File: config.mk
export PLATFORM = sky130hd
export DESIGN_NAME = iob_reset_seq
export DESIGN_NICKNAME = d
export VERILOG_FILES = /design/src/rtl/iob_reset_seq.sv
export SDC_FILE = /design/constraint.sdc
export NUM_CORES = 1
export LEC_CHECK = 0
export BUFFER_PORTS_ARGS = -buffer_cell sky130_fd_sc_hd__clkbuf_2
export CORE_MARGIN = 4
export CORE_UTILIZATION = 55
export CTS_CLUSTER_DIAMETER = 80
export CTS_CLUSTER_SIZE = 28
export DETAILED_ROUTE_END_ITERATION = 7
export GPL_ROUTABILITY_DRIVEN = 0
export PLACE_DENSITY = 0.86
export SLEW_MARGIN = 10
export SYNTH_ARGS = -nofsm -noshare
export SYNTH_HDL_FRONTEND = slang
export SYNTH_SLANG_ARGS = --single-unit
File: constraint.sdc
create_clock -name clk_i -period 2.9 [get_ports clk_i]
set_input_delay 0.58 -clock clk_i [delete_from_list [all_inputs] [get_ports clk_i]]
set_output_delay 0.58 -clock clk_i [all_outputs]
set_load 0.005 [all_outputs]
File: src/rtl/iob_reset_seq.sv
// Reset sequencer: holds all domain resets, then releases them in index order, gated by ready_i.
// Optional ready-wait timeout with retry is compiled in by defining IOB_RESET_SEQ_TIMEOUT_EN.
module iob_reset_seq #(
  parameter int unsigned N_DOM    = 4,
  parameter int unsigned CNT_W    = 8,
  parameter int unsigned HOLD_CYC = 16,
  parameter int unsigned STEP_CYC = 4,
  parameter int unsigned TOUT_CYC = 64
) (
  input  logic             clk_i,
  input  logic             rst_i,
  input  logic             cke_i,
  input  logic             req_i,
  output logic             ack_o,
  input  logic [N_DOM-1:0] ready_i,
  output logic [N_DOM-1:0] rst_o,
  output logic             busy_o,
  output logic             done_o,
  output logic             err_o
);

  localparam int unsigned RelW = $clog2(N_DOM + 1);
  localparam logic [CNT_W-1:0] HoldLast = CNT_W'(HOLD_CYC - 1);
  localparam logic [CNT_W-1:0] StepLast = CNT_W'(STEP_CYC - 1);
  localparam logic [RelW-1:0]  RelAll   = RelW'(N_DOM);

  typedef enum logic [1:0] {StAssert, StWait, StDone} state_e;

  state_e           state_q, state_d;
  logic [CNT_W-1:0] cnt_q, cnt_d;
  logic [RelW-1:0]  rel_cnt_q, rel_cnt_d;
  logic [N_DOM-1:0] rst_q, rst_d;
  logic             ack_q, ack_d;
  logic             ready_sel;
  logic             timeout_hit;

  // Only the most recently released domain's ready flag matters.
  always_comb begin
    ready_sel = 1'b0;
    for (int k = 0; k < N_DOM; k++) begin
      if (rel_cnt_q == RelW'(k + 1)) ready_sel = ready_i[k];
    end
  end

  always_comb begin
    state_d   = state_q;
    cnt_d     = cnt_q;
    rel_cnt_d = rel_cnt_q;
    ack_d     = 1'b0;
    unique case (state_q)
      StAssert: begin
        if (req_i) begin
          cnt_d = '0;
        end else if (cnt_q == HoldLast) begin
          rel_cnt_d = RelW'(1);
          cnt_d     = '0;
          state_d   = StWait;
        end else begin
          cnt_d = cnt_q + CNT_W'(1);
        end
      end
      StWait: begin
        if (req_i) begin
          state_d   = StAssert;
          cnt_d     = '0;
          rel_cnt_d = '0;
          ack_d     = 1'b1;
        end else if (cnt_q == StepLast) begin
          if (ready_sel) begin
            if (rel_cnt_q == RelAll) begin
              state_d = StDone;
            end else begin
              rel_cnt_d = rel_cnt_q + RelW'(1);
              cnt_d     = '0;
            end
          end else if (timeout_hit) begin
            state_d   = StAssert;
            cnt_d     = '0;
            rel_cnt_d = '0;
          end
        end else begin
          cnt_d = cnt_q + CNT_W'(1);
        end
      end
      StDone: begin
        if (req_i) begin
          state_d   = StAssert;
          cnt_d     = '0;
          rel_cnt_d = '0;
          ack_d     = 1'b1;
        end
      end
      default: begin
        state_d   = StAssert;
        cnt_d     = '0;
        rel_cnt_d = '0;
      end
    endcase
  end

  always_comb begin
    rst_d = '0;
    for (int k = 0; k < N_DOM; k++) begin
      rst_d[k] = (RelW'(k) >= rel_cnt_d);
    end
  end

  always_ff @(posedge clk_i) begin
    if (rst_i) begin
      state_q   <= StAssert;
      cnt_q     <= '0;
      rel_cnt_q <= '0;
      rst_q     <= '1;
      ack_q     <= 1'b0;
    end else if (cke_i) begin
      state_q   <= state_d;
      cnt_q     <= cnt_d;
      rel_cnt_q <= rel_cnt_d;
      rst_q     <= rst_d;
      ack_q     <= ack_d;
    end
  end

`ifdef IOB_RESET_SEQ_TIMEOUT_EN
  localparam logic [CNT_W-1:0] ToutLast = CNT_W'(TOUT_CYC - 1);

  logic [CNT_W-1:0] tout_q, tout_d;
  logic             err_q;
  logic             stalled;

  assign stalled     = (state_q == StWait) && (cnt_q == StepLast) && !ready_sel;
  assign timeout_hit = stalled && (tout_q == ToutLast);

  // Any change of rel_cnt is a release, a WAIT entry or a restart; all clear the timer.
  always_comb begin
    tout_d = tout_q;
    if (rel_cnt_d != rel_cnt_q) begin
      tout_d = '0;
    end else if (stalled) begin
      tout_d = tout_q + CNT_W'(1);
    end
  end

  always_ff @(posedge clk_i) begin
    if (rst_i) begin
      tout_q <= '0;
      err_q  <= 1'b0;
    end else if (cke_i) begin
      tout_q <= tout_d;
      if (timeout_hit && !req_i) err_q <= 1'b1;
    end
  end

  assign err_o = err_q;
`else
  assign timeout_hit = 1'b0;
  // TOUT_CYC is at least 1, so this ties err_o low.
  assign err_o = (TOUT_CYC == 0);
`endif

  assign rst_o  = rst_q;
  assign ack_o  = ack_q;
  assign busy_o = (state_q != StDone);
  assign done_o = (state_q == StDone);

endmodule

==> qor.txt, run 1 <==
status - complete, no violations
largest net degree at the start of global routing - 14
layout cell share with drive strength beyond 1 - 15.6%
Post-Syn Area - 1170 um^2
worst vdd ir - 0.277 mV
clk buf depth - 2
Setup Buffers After CTS - 0
register bit total from synthesis - 18
Synth Instances - 142
R2R cell count - 7
most frequent cells in the layout - dfxtp_1, nor2_1, clkbuf_2
antenna-violating nets left - 0
Pwr Density - 329 nW/um^2
DPL Wire Length - 1910 um
# rows - 16
die height - 54.2 um
drt via density - 5.97
final setup fails - 0
Tcrit/Tclk final - 91.6%
die width - 54.2 um
Setup crit end kind - register
nets - 174
Async SR Flop Fraction - 0%
PortBufs - 14
most common cell after layout, fill and taps aside - dfxtp_1
Yosys cell types - 45
Post-synth EDFFs - 0
worst hold-check path type - register to register
CTS clk-pin slew, worst paths - 0.09 ns
vias - 1,081
DRC viols - 0
post_cts resized - 0
Max FO, Critical Path - 9
CTS tree - yes
htree depth - 1
Worst-Margin Slew - 0.702 ns
I/O pin total - 16
drt wl/cell - 14.0 um
Initial Util - 58.6%
post-route setup TNS - 0 ns
initial antenna violation count - 0
clk sink count - 18
commonest register cell after synthesis - dfxtp_1
Synth Net Count - 160
max frequency - 0.377 GHz
FF-to-FF setup slack - 0.24 ns
Tot GR Track Use - 19.9%
WP data required - 3.13 ns
synth warn - 0
Worst Slack Setup Final - 0.245 ns
worst slack, placed - 0.312 ns
Pre-Repair DR Iteration Count - 4
Post-Syn Area per Cell - 8.26 um^2
Leak Pwr - 0.480 nW
Die ar. - 2940 um^2
Core Area - 2000 um^2
Hold Path Depth - 2
n_diodes - 0
Routed WL - 2530 um
CP Class - register to register
clk_skew - 0.00213 ns
RSZ-0062 raised after global routing - false
Seq/Total Area, Yosys - 30.7%
root buf cell - clkbuf_4
total gr overflow - 0
headroom to the max-slew limit - 53.2%
area grow syn2layout - 8.74%
Post-CTS Hold Fix Bufs - 0
first-pass GRT wire length - 4370 um
Tmin final - 2.66 ns
Iter 0 DRT Violations - 34
vias in the first global route - 1,031
Clock Latency Late Sink - 0.29 ns
total CTS buffers - 3
Final Max Slew Viols - 0
Hold Crit Start - rst_o[1]
reg2reg start - rel_cnt_q[0]
hold endpoint - rst_o[1]
final hold viol count - 0
crit start category - register
Arrival @ worst endpoint - 2.88 ns
number of max-cap violations - 0
RR Endpoint - cnt_q[2]
==> cells in the mapped netlist (2+ instances only) <==
cell | instances | area [um^2]
inv_1 | 8 | 30.0
nand3b_1 | 2 | 15.0
dfxtp_1 | 18 | 360
or3_1 | 3 | 18.8
xnor2_1 | 5 | 43.8
nand2_1 | 10 | 37.5
a311oi_1 | 2 | 17.5
nor2_1 | 16 | 60.1
o41ai_1 | 2 | 17.5
nand2b_1 | 3 | 18.8
nand3_1 | 3 | 15.0
clkbuf_1 | 2 | 7.51
a21oi_1 | 12 | 60.1
o21ai_0 | 7 | 35.0
mux2i_1 | 2 | 20.0
nor3_1 | 4 | 20.0
nor2b_1 | 2 | 12.5
ha_1 | 10 | 125
nor4_1 | 3 | 18.8
o211ai_1 | 3 | 22.5
==> power by group <==
group / switching, W / internal, W
sequential: 0.00000458 / 0.000253
clock: 0.0000720 / 0.0000483
combinational: 0.0000256 / 0.0000163
==> sequential cells by signal (all words and copies together) (netlist names) <==
register	cells
ack_o	1
cnt_q	8
rst_o	4
rel_cnt_q	3
state_q	2
==> critical path, cell delays in order (launching register included) <==
cell	delay, ns
dfxtp_1	0.40
inv_1	0.12
ha_1	0.23
nand3b_1	0.21
a222oi_1	0.63
o311ai_2	0.33
or4_1	0.54
a21oi_1	0.14
==> per-stage QoR <==
stage	util, %	instance area, um^2	power, W	cells	hold WS, ns
2_1_floorplan	-	1170	0.000291	142	0.457
3_3_place_gp	62.6	1250	0.000303	178	0.450
3_5_place_dp	62.6	1250	0.000305	178	0.453
4_1_cts	63.7	1280	0.000424	181	0.479
5_1_grt	63.7	1280	0.000440	181	0.495
6_report	63.7	1280	0.000420	181	0.475
==> metal layers <==
metal  track usage (%)  part of all wire (%)
met4              8.30                   1.6
met2              31.7                    44
met1              26.9                    47
met5                 0                     0
met3              2.49                   6.5
==> worst max path at each step <==
stage,startpoint,end,slack [ns]
global route,rel_cnt_q[2],cnt_q[2],0.12
CTS,rel_cnt_q[0],cnt_q[2],0.28
floorplan,rel_cnt_q[0],cnt_q[2],0.58
global placement,rel_cnt_q[0],cnt_q[2],0.44
finish,rel_cnt_q[0],cnt_q[2],0.24
detailed placement,rel_cnt_q[0],cnt_q[2],0.31
==> logic make-up after synthesis <==
logic type               synth area share (%)
multiplexers                             2.67
AO/OA/AOI/OAI                            21.9
adder cells (fa/ha/maj)                  10.7
flip-flops                               30.7
AND/OR/NAND/NOR                          24.7
XOR/XNOR                                 4.48
other                                   0.320
buffers and inverters                    4.58
==> layout make-up <==
type / instances / area (um^2)
Multi-Input combinational cell: 111 / 759
Fill cell: 176 / 726
Sequential cell: 18 / 360
Timing Repair Buffer: 14 / 70.1
Tap cell: 27 / 33.8
Inverter: 8 / 30.0
Clock buffer: 3 / 22.5
Note: power is estimated with default switching activity, not from simulation.
==> run 2, diff against run 1 <==
--- a/config.mk
+++ b/config.mk
@@ -5,6 +5,7 @@
 export SDC_FILE = /design/constraint.sdc
 export NUM_CORES = 1
 export LEC_CHECK = 0
+export ABC_AREA = 1
 export BUFFER_PORTS_ARGS = -buffer_cell sky130_fd_sc_hd__clkbuf_2
 export CORE_MARGIN = 4
 export CORE_UTILIZATION = 55
==> constraint.sdc (replaced) <==
create_clock -name clk_i -period 3.05 [get_ports clk_i]
set_input_delay 0.61 -clock clk_i [delete_from_list [all_inputs] [get_ports clk_i]]
set_output_delay 0.61 -clock clk_i [all_outputs]
set_load 0.005 [all_outputs]
==> qor.txt, run 2 <==
fill cell count - 180 (+2.3%)
n_diodes - 0 (unchanged)
most frequent cells in the layout - nand2_1, inv_1, nor2_1
CP max stage cell - dfxtp_1
WP data required - 3.26 ns (+0.13 ns)
clk sink count - 18 (unchanged)
Tmin final - 2.02 ns (-0.640 ns)
Max FO, Critical Path - 12 (+3)
worst-path cell chain - inv_1 > ha_1 > nand2_2 > inv_1 > nor2_1 > nand2_1 > nand3_2 > nand3_2 > nor3_1 > nand2_1 > nor2_1 > nor2_1
most common cell after layout, fill and taps aside - nand2_1
Worst Slack Setup Final - 1.03 ns (+0.790 ns)
Seq/Total Area, Yosys - 29.9% (-0.77 points)
Routed WL - 2530 um (-0.12%)
first-pass GRT wire length - 4340 um (-0.62%)
Post-synth EDFFs - 0 (unchanged)
root buf cell - clkbuf_4
worst hold-check path type - register to register
Post-Syn Area - 1200 um^2 (+2.6%)
synth cell count leaders - nand2_1, inv_1, nor2_1
crit start category - register
drt wl/cell - 11.5 um (-18%)
RR Endpoint - cnt_q[7]
largest net degree at the start of global routing - 13 (-1)
I/O pin total - 16 (unchanged)
Iter 0 DRT Violations - 40 (+18%)
M1 WL - 1250 um (+4.2%)
die width - 54.8 um (+1.1%)
vias in the first global route - 1,067 (+3.5%)
hold endpoint - rst_o[1]
most frequent cell after synthesis - nand2_1
CTS tree - yes
R2R cell count - 12 (+5)
post-synth top area share - 29.9% (-0.77 points)
Top Layer Used - met4
Largest Register - cnt_q
Hold Crit Start - rst_o[1]
initial antenna violation count - 0 (unchanged)
nets - 212 (+22%)
DPL Wire Length - 1940 um (+1.5%)
Die ar. - 3000 um^2 (+2.2%)
CP Class - register to register
Largest register FFs - 8 (unchanged)
worst vdd ir - 0.311 mV (+13%)
area leader, netlist - dfxtp_1
post_cts resized - 0 (unchanged)
register bit total from synthesis - 18 (unchanged)
Synth Instances - 178 (+25%)
Post-Syn Area per Cell - 6.76 um^2 (-18%)
drt via density - 5.33 (-11%)
# rows - 16 (unchanged)
Tcrit/Tclk final - 66.1% (-25 points)
die height - 54.8 um (+1.1%)
total gr overflow - 0 (unchanged)
Core Area - 2020 um^2 (+1.0%)
Initial Util - 59.5% (+0.90 points)
CP Buf/Inv Count - 2 (+1)
Leak Pwr - 0.613 nW (+28%)
Pwr Density - 397 nW/um^2 (+21%)
Setup crit end kind - register
area grow syn2layout - 9.67%
CTS clk-pin slew, worst paths - 0.11 ns (+0.02 ns)
final hold viol count - 0 (unchanged)
crit-path leading delay family - simple AND/OR/NAND/NOR gates
PortBufs - 14 (unchanged)
htree depth - 1 (unchanged)
layout cell share with drive strength beyond 1 - 17.6% (+2.0 points)
post-route setup TNS - 0 ns (unchanged)
Arrival @ worst endpoint - 2.22 ns (-0.66 ns)
reg2reg start - rel_cnt_q[0]
vias - 1,172 (+8.4%)
most frequent CP cell - nor2_1
Tot GR Track Use - 19.8% (-0.078 points)
synth top area cells - dfxtp_1, nand2_1, ha_1
commonest register cell after synthesis - dfxtp_1
slowest cell delay on critical path - 0.42 ns (-0.21 ns)
Setup Buffers After CTS - 0 (unchanged)
synth warn - 0 (unchanged)
antenna-violating nets left - 0 (unchanged)
total CTS buffers - 3 (unchanged)
FF-to-FF setup slack - 1.03 ns (+0.79 ns)
DRC viols - 0 (unchanged)
metal2 WL - 1110 um (-0.80%)
Async SR Flop Fraction - 0% (unchanged)
Post-CTS Hold Fix Bufs - 0 (unchanged)
final setup fails - 0 (unchanged)
Yosys cell types - 26 (-42%)
number of max-cap violations - 0 (unchanged)
clk buf depth - 2 (unchanged)
RSZ-0062 raised after global routing - false
max frequency - 0.496 GHz (+32%)
Synth Net Count - 196 (+23%)
worst slack, placed - 1.09 ns (+0.776 ns)
Pre-Repair DR Iteration Count - 4 (unchanged)
detailed-routed wire length on met3 - 114 um (-30%)
Clock Latency Late Sink - 0.30 ns (about the same)
status - complete, no violations
clk_skew - 0.00173 ns (-0.000400 ns)
Final Max Slew Viols - 0 (unchanged)
Hold Path Depth - 2 (unchanged)
-- run 2: worst register-to-register path, cell delays in order, from the launching register on --
cell and delay, ns:
dfxtp_1 0.42, inv_1 0.13, ha_1 0.22, nand2_2 0.10
inv_1 0.06, nor2_1 0.10, nand2_1 0.09, nand3_2 0.07
nand3_2 0.22, nor3_1 0.27, nand2_1 0.10, nor2_1 0.09
nor2_1 0.05
-- run 2: cells by family after synthesis --
kind of cell / count (synthesis) / synth area share [%]
AO/OA/AOI/OAI: 26 / 11.4
XOR/XNOR: 1 / 0.728
adder cells (fa/ha/maj): 10 / 10.4
buffers and inverters: 29 / 10.3
flip-flops: 18 / 29.9
other: 1 / 0.312
AND/OR/NAND/NOR: 93 / 36.9
-- run 2: report_power, final --
group / switching (W) / internal, W / total (W)
sequential: 0.0000112 / 0.000248 / 0.000259
clock: 0.0000781 / 0.0000728 / 0.000151
combinational: 0.0000726 / 0.0000416 / 0.000114
-- run 2: final cells by class --
class                   instances  area, um^2  share of cell area [%]
repair buffers                 14        70.1                    5.31
clock buffers                   4        36.3                    2.75
multi-input cells             131         719                    54.5
flip-flops and latches         18         360                    27.3
inverters                      26         100                    7.58
well taps                      27        33.8                    2.56
-- run 2: how the worst max path moves through the flow --
stage	slack (ns)	to	startpoint	cells past startpoint
2_1_floorplan	1.38	rst_o[2]	rel_cnt_q[0]	12
3_3_place_gp	1.15	cnt_q[6]	req_i	8
3_5_place_dp	1.09	cnt_q[7]	rel_cnt_q[0]	12
4_1_cts	1.06	cnt_q[7]	rel_cnt_q[0]	12
5_1_grt	0.81	cnt_q[7]	rel_cnt_q[0]	13
6_report	1.03	cnt_q[7]	rel_cnt_q[0]	12
-- run 2: metrics by stage --
step / utilization [%] / cells / total power [W] / hold slack [ns] / cell area, um^2
3_3_place_gp: 63.5 / 216 / 0.000372 / 0.452 / 1280
6_report: 65.3 / 220 / 0.000524 / 0.495 / 1320
2_1_floorplan: - / 178 / 0.000347 / 0.457 / 1200
3_5_place_dp: 63.5 / 216 / 0.000376 / 0.462 / 1280
5_1_grt: 65.3 / 220 / 0.000556 / 0.526 / 1320
4_1_cts: 65.3 / 220 / 0.000525 / 0.501 / 1320
-- run 2: metal layers --
metal  vias to the layer above  track usage [%]
met2                        36             30.3
met5                         -                0
met4                         0             10.4
li1                        600                -
met3                         6             3.81
met1                       530             26.1
==> run 3, diff against run 2 <==
==> constraint.sdc (replaced) <==
create_clock -name clk_i -period 2 [get_ports clk_i]
set_input_delay 0.4 -clock clk_i [delete_from_list [all_inputs] [get_ports clk_i]]
set_output_delay 0.4 -clock clk_i [all_outputs]
set_load 0.005 [all_outputs]
==> qor.txt, run 3 (synthesized netlist as in run 2, its figures left out) <==
Largest Register - cnt_q
crit-path leading delay family - simple AND/OR/NAND/NOR gates
crit start category - register
Largest register FFs - 8 (unchanged)
CTS tree - yes
I/O pin total - 16 (unchanged)
final setup fails - 0 (unchanged)
Die ar. - 3000 um^2 (unchanged)
htree depth - 1 (unchanged)
CP max stage cell - dfxtp_4
CTS clk-pin slew, worst paths - 0.10 ns (about the same)
DPL Wire Length - 1950 um (+0.42%)
root buf cell - clkbuf_4
clk sink count - 18 (unchanged)
drt wl/cell - 11.6 um (+0.58%)
total gr overflow - 0 (unchanged)
Setup crit end kind - register
clk_skew - 0.00173 ns (+0.00000669 ns)
vias in the first global route - 1,062 (-0.47%)
max frequency - 0.541 GHz (+9.1%)
Arrival @ worst endpoint - 2.04 ns (-0.18 ns)
final hold slack - 0.322 ns (-0.173 ns)
Routed WL - 2590 um (+2.4%)
design area - 1390 um^2 (+5.0%)
PortBufs - 14 (unchanged)
largest net degree at the start of global routing - 11 (-2)
nets - 216 (+1.9%)
n_diodes - 0 (unchanged)
status - complete, no violations
most frequent CP cell - nor2_1
Initial Util - 59.5% (unchanged)
worst-path cell chain - ha_1 > ha_1 > inv_1 > nor2_1 > nor2_1 > nand2_1 > nand3_2 > nand3_4 > buf_6 > inv_4 > nand2_2 > xor2_1 > nor2_1
antenna-violating nets left - 0 (unchanged)
die width - 54.8 um (unchanged)
total CTS buffers - 3 (unchanged)
placed cell areas - 1310 um^2 (+1.8%)
CP Buf/Inv Count - 3 (+1)
slowest cell delay on critical path - 0.37 ns (-0.05 ns)
worst hold-check path type - input port to register
Max FO, Critical Path - 8 (-4)
area grow syn2layout - 15.2%
die height - 54.8 um (unchanged)
drt via density - 5.27 (-1.0%)
Pwr Density - 579 nW/um^2 (+46%)
layout cell share with drive strength beyond 1 - 23.4% (+5.7 points)
vias - 1,181 (+0.77%)
final hold viol count - 0 (unchanged)
number of max-cap violations - 0 (unchanged)
most frequent cells in the layout - nand2_1, inv_1, nor2_1
Post-CTS Hold Fix Bufs - 0 (unchanged)
Final Max Slew Viols - 0 (unchanged)
Leak Pwr - 0.637 nW (+3.9%)
first-pass GRT wire length - 4280 um (-1.3%)
Tmin final - 1.85 ns (-0.168 ns)
total power - 0.000803 W (+53%)
Pre-Repair DR Iteration Count - 4 (unchanged)
Clock Latency Late Sink - 0.29 ns (about the same)
initial antenna violation count - 0 (unchanged)
worst vdd ir - 0.436 mV (+40%)
Core Area - 2020 um^2 (unchanged)
Iter 0 DRT Violations - 38 (-5.0%)
WP data required - 2.19 ns (-1.07 ns)
Tot GR Track Use - 19.5% (-0.34 points)
clk buf depth - 2 (unchanged)
Tcrit/Tclk final - 92.4% (+26 points)
# rows - 16 (unchanged)
DRC viols - 0 (unchanged)
most common cell after layout, fill and taps aside - nand2_1
CP Class - register to register
==> run 3: final timing paths <==
path	startpoint	endpoint	slack (ns)	cells past startpoint
max	rel_cnt_q[0]	cnt_q[6]	0.15	13
min	rst_i	cnt_q[0]	0.32	2
max reg2reg	rel_cnt_q[0]	cnt_q[6]	0.15	13
min reg2reg	rst_o[1]	rst_o[1]	0.49	2
==> run 3: per-layer routing <==
layer	global-route usage, %	share of wire [%]	up-vias
li1	-	-	610
met1	25.7	49	525
met2	29.9	44	41
met3	3.54	5.6	5
met4	9.96	1.4	0
met5	0	0	-
==> run 3: power by group <==
| part | leakage (nW) | switching (W) | internal (W) | total, W |
|---|---|---|---|---|
| registers | 0.148 | 0.0000169 | 0.000377 | 0.000394 |
| logic | 0.468 | 0.000116 | 0.0000721 | 0.000189 |
| clock network | 0.0210 | 0.000109 | 0.000111 | 0.000220 |
| total | 0.637 | 0.000242 | 0.000561 | 0.000803 |
==> run 3: what timing repair did <==
action | in CTS | in global routing
resized for setup | 0 | 12
setup endpoints to repair | 0 | 17
setup buffers | 0 | 1
==> run 3: per-stage QoR <==
step	util (%)	cells	setup slack (ns)	TNS (ns)
6_report	68.6	224	0.153	0
5_1_grt	68.6	224	-0.0102	-0.0306
4_1_cts	66.4	223	0.0366	0
3_5_place_dp	64.6	219	0.0645	0
3_3_place_gp	64.6	219	0.192	0
2_1_floorplan	-	178	0.333	0
==> run 3: area by class of cell <==
cell class	instances	area, um^2
Multi-Input combinational cell	131	747
Fill cell	174	636
Sequential cell	18	365
Timing Repair Buffer	18	104
Inverter	26	100
Clock buffer	4	36.3
Tap cell	27	33.8
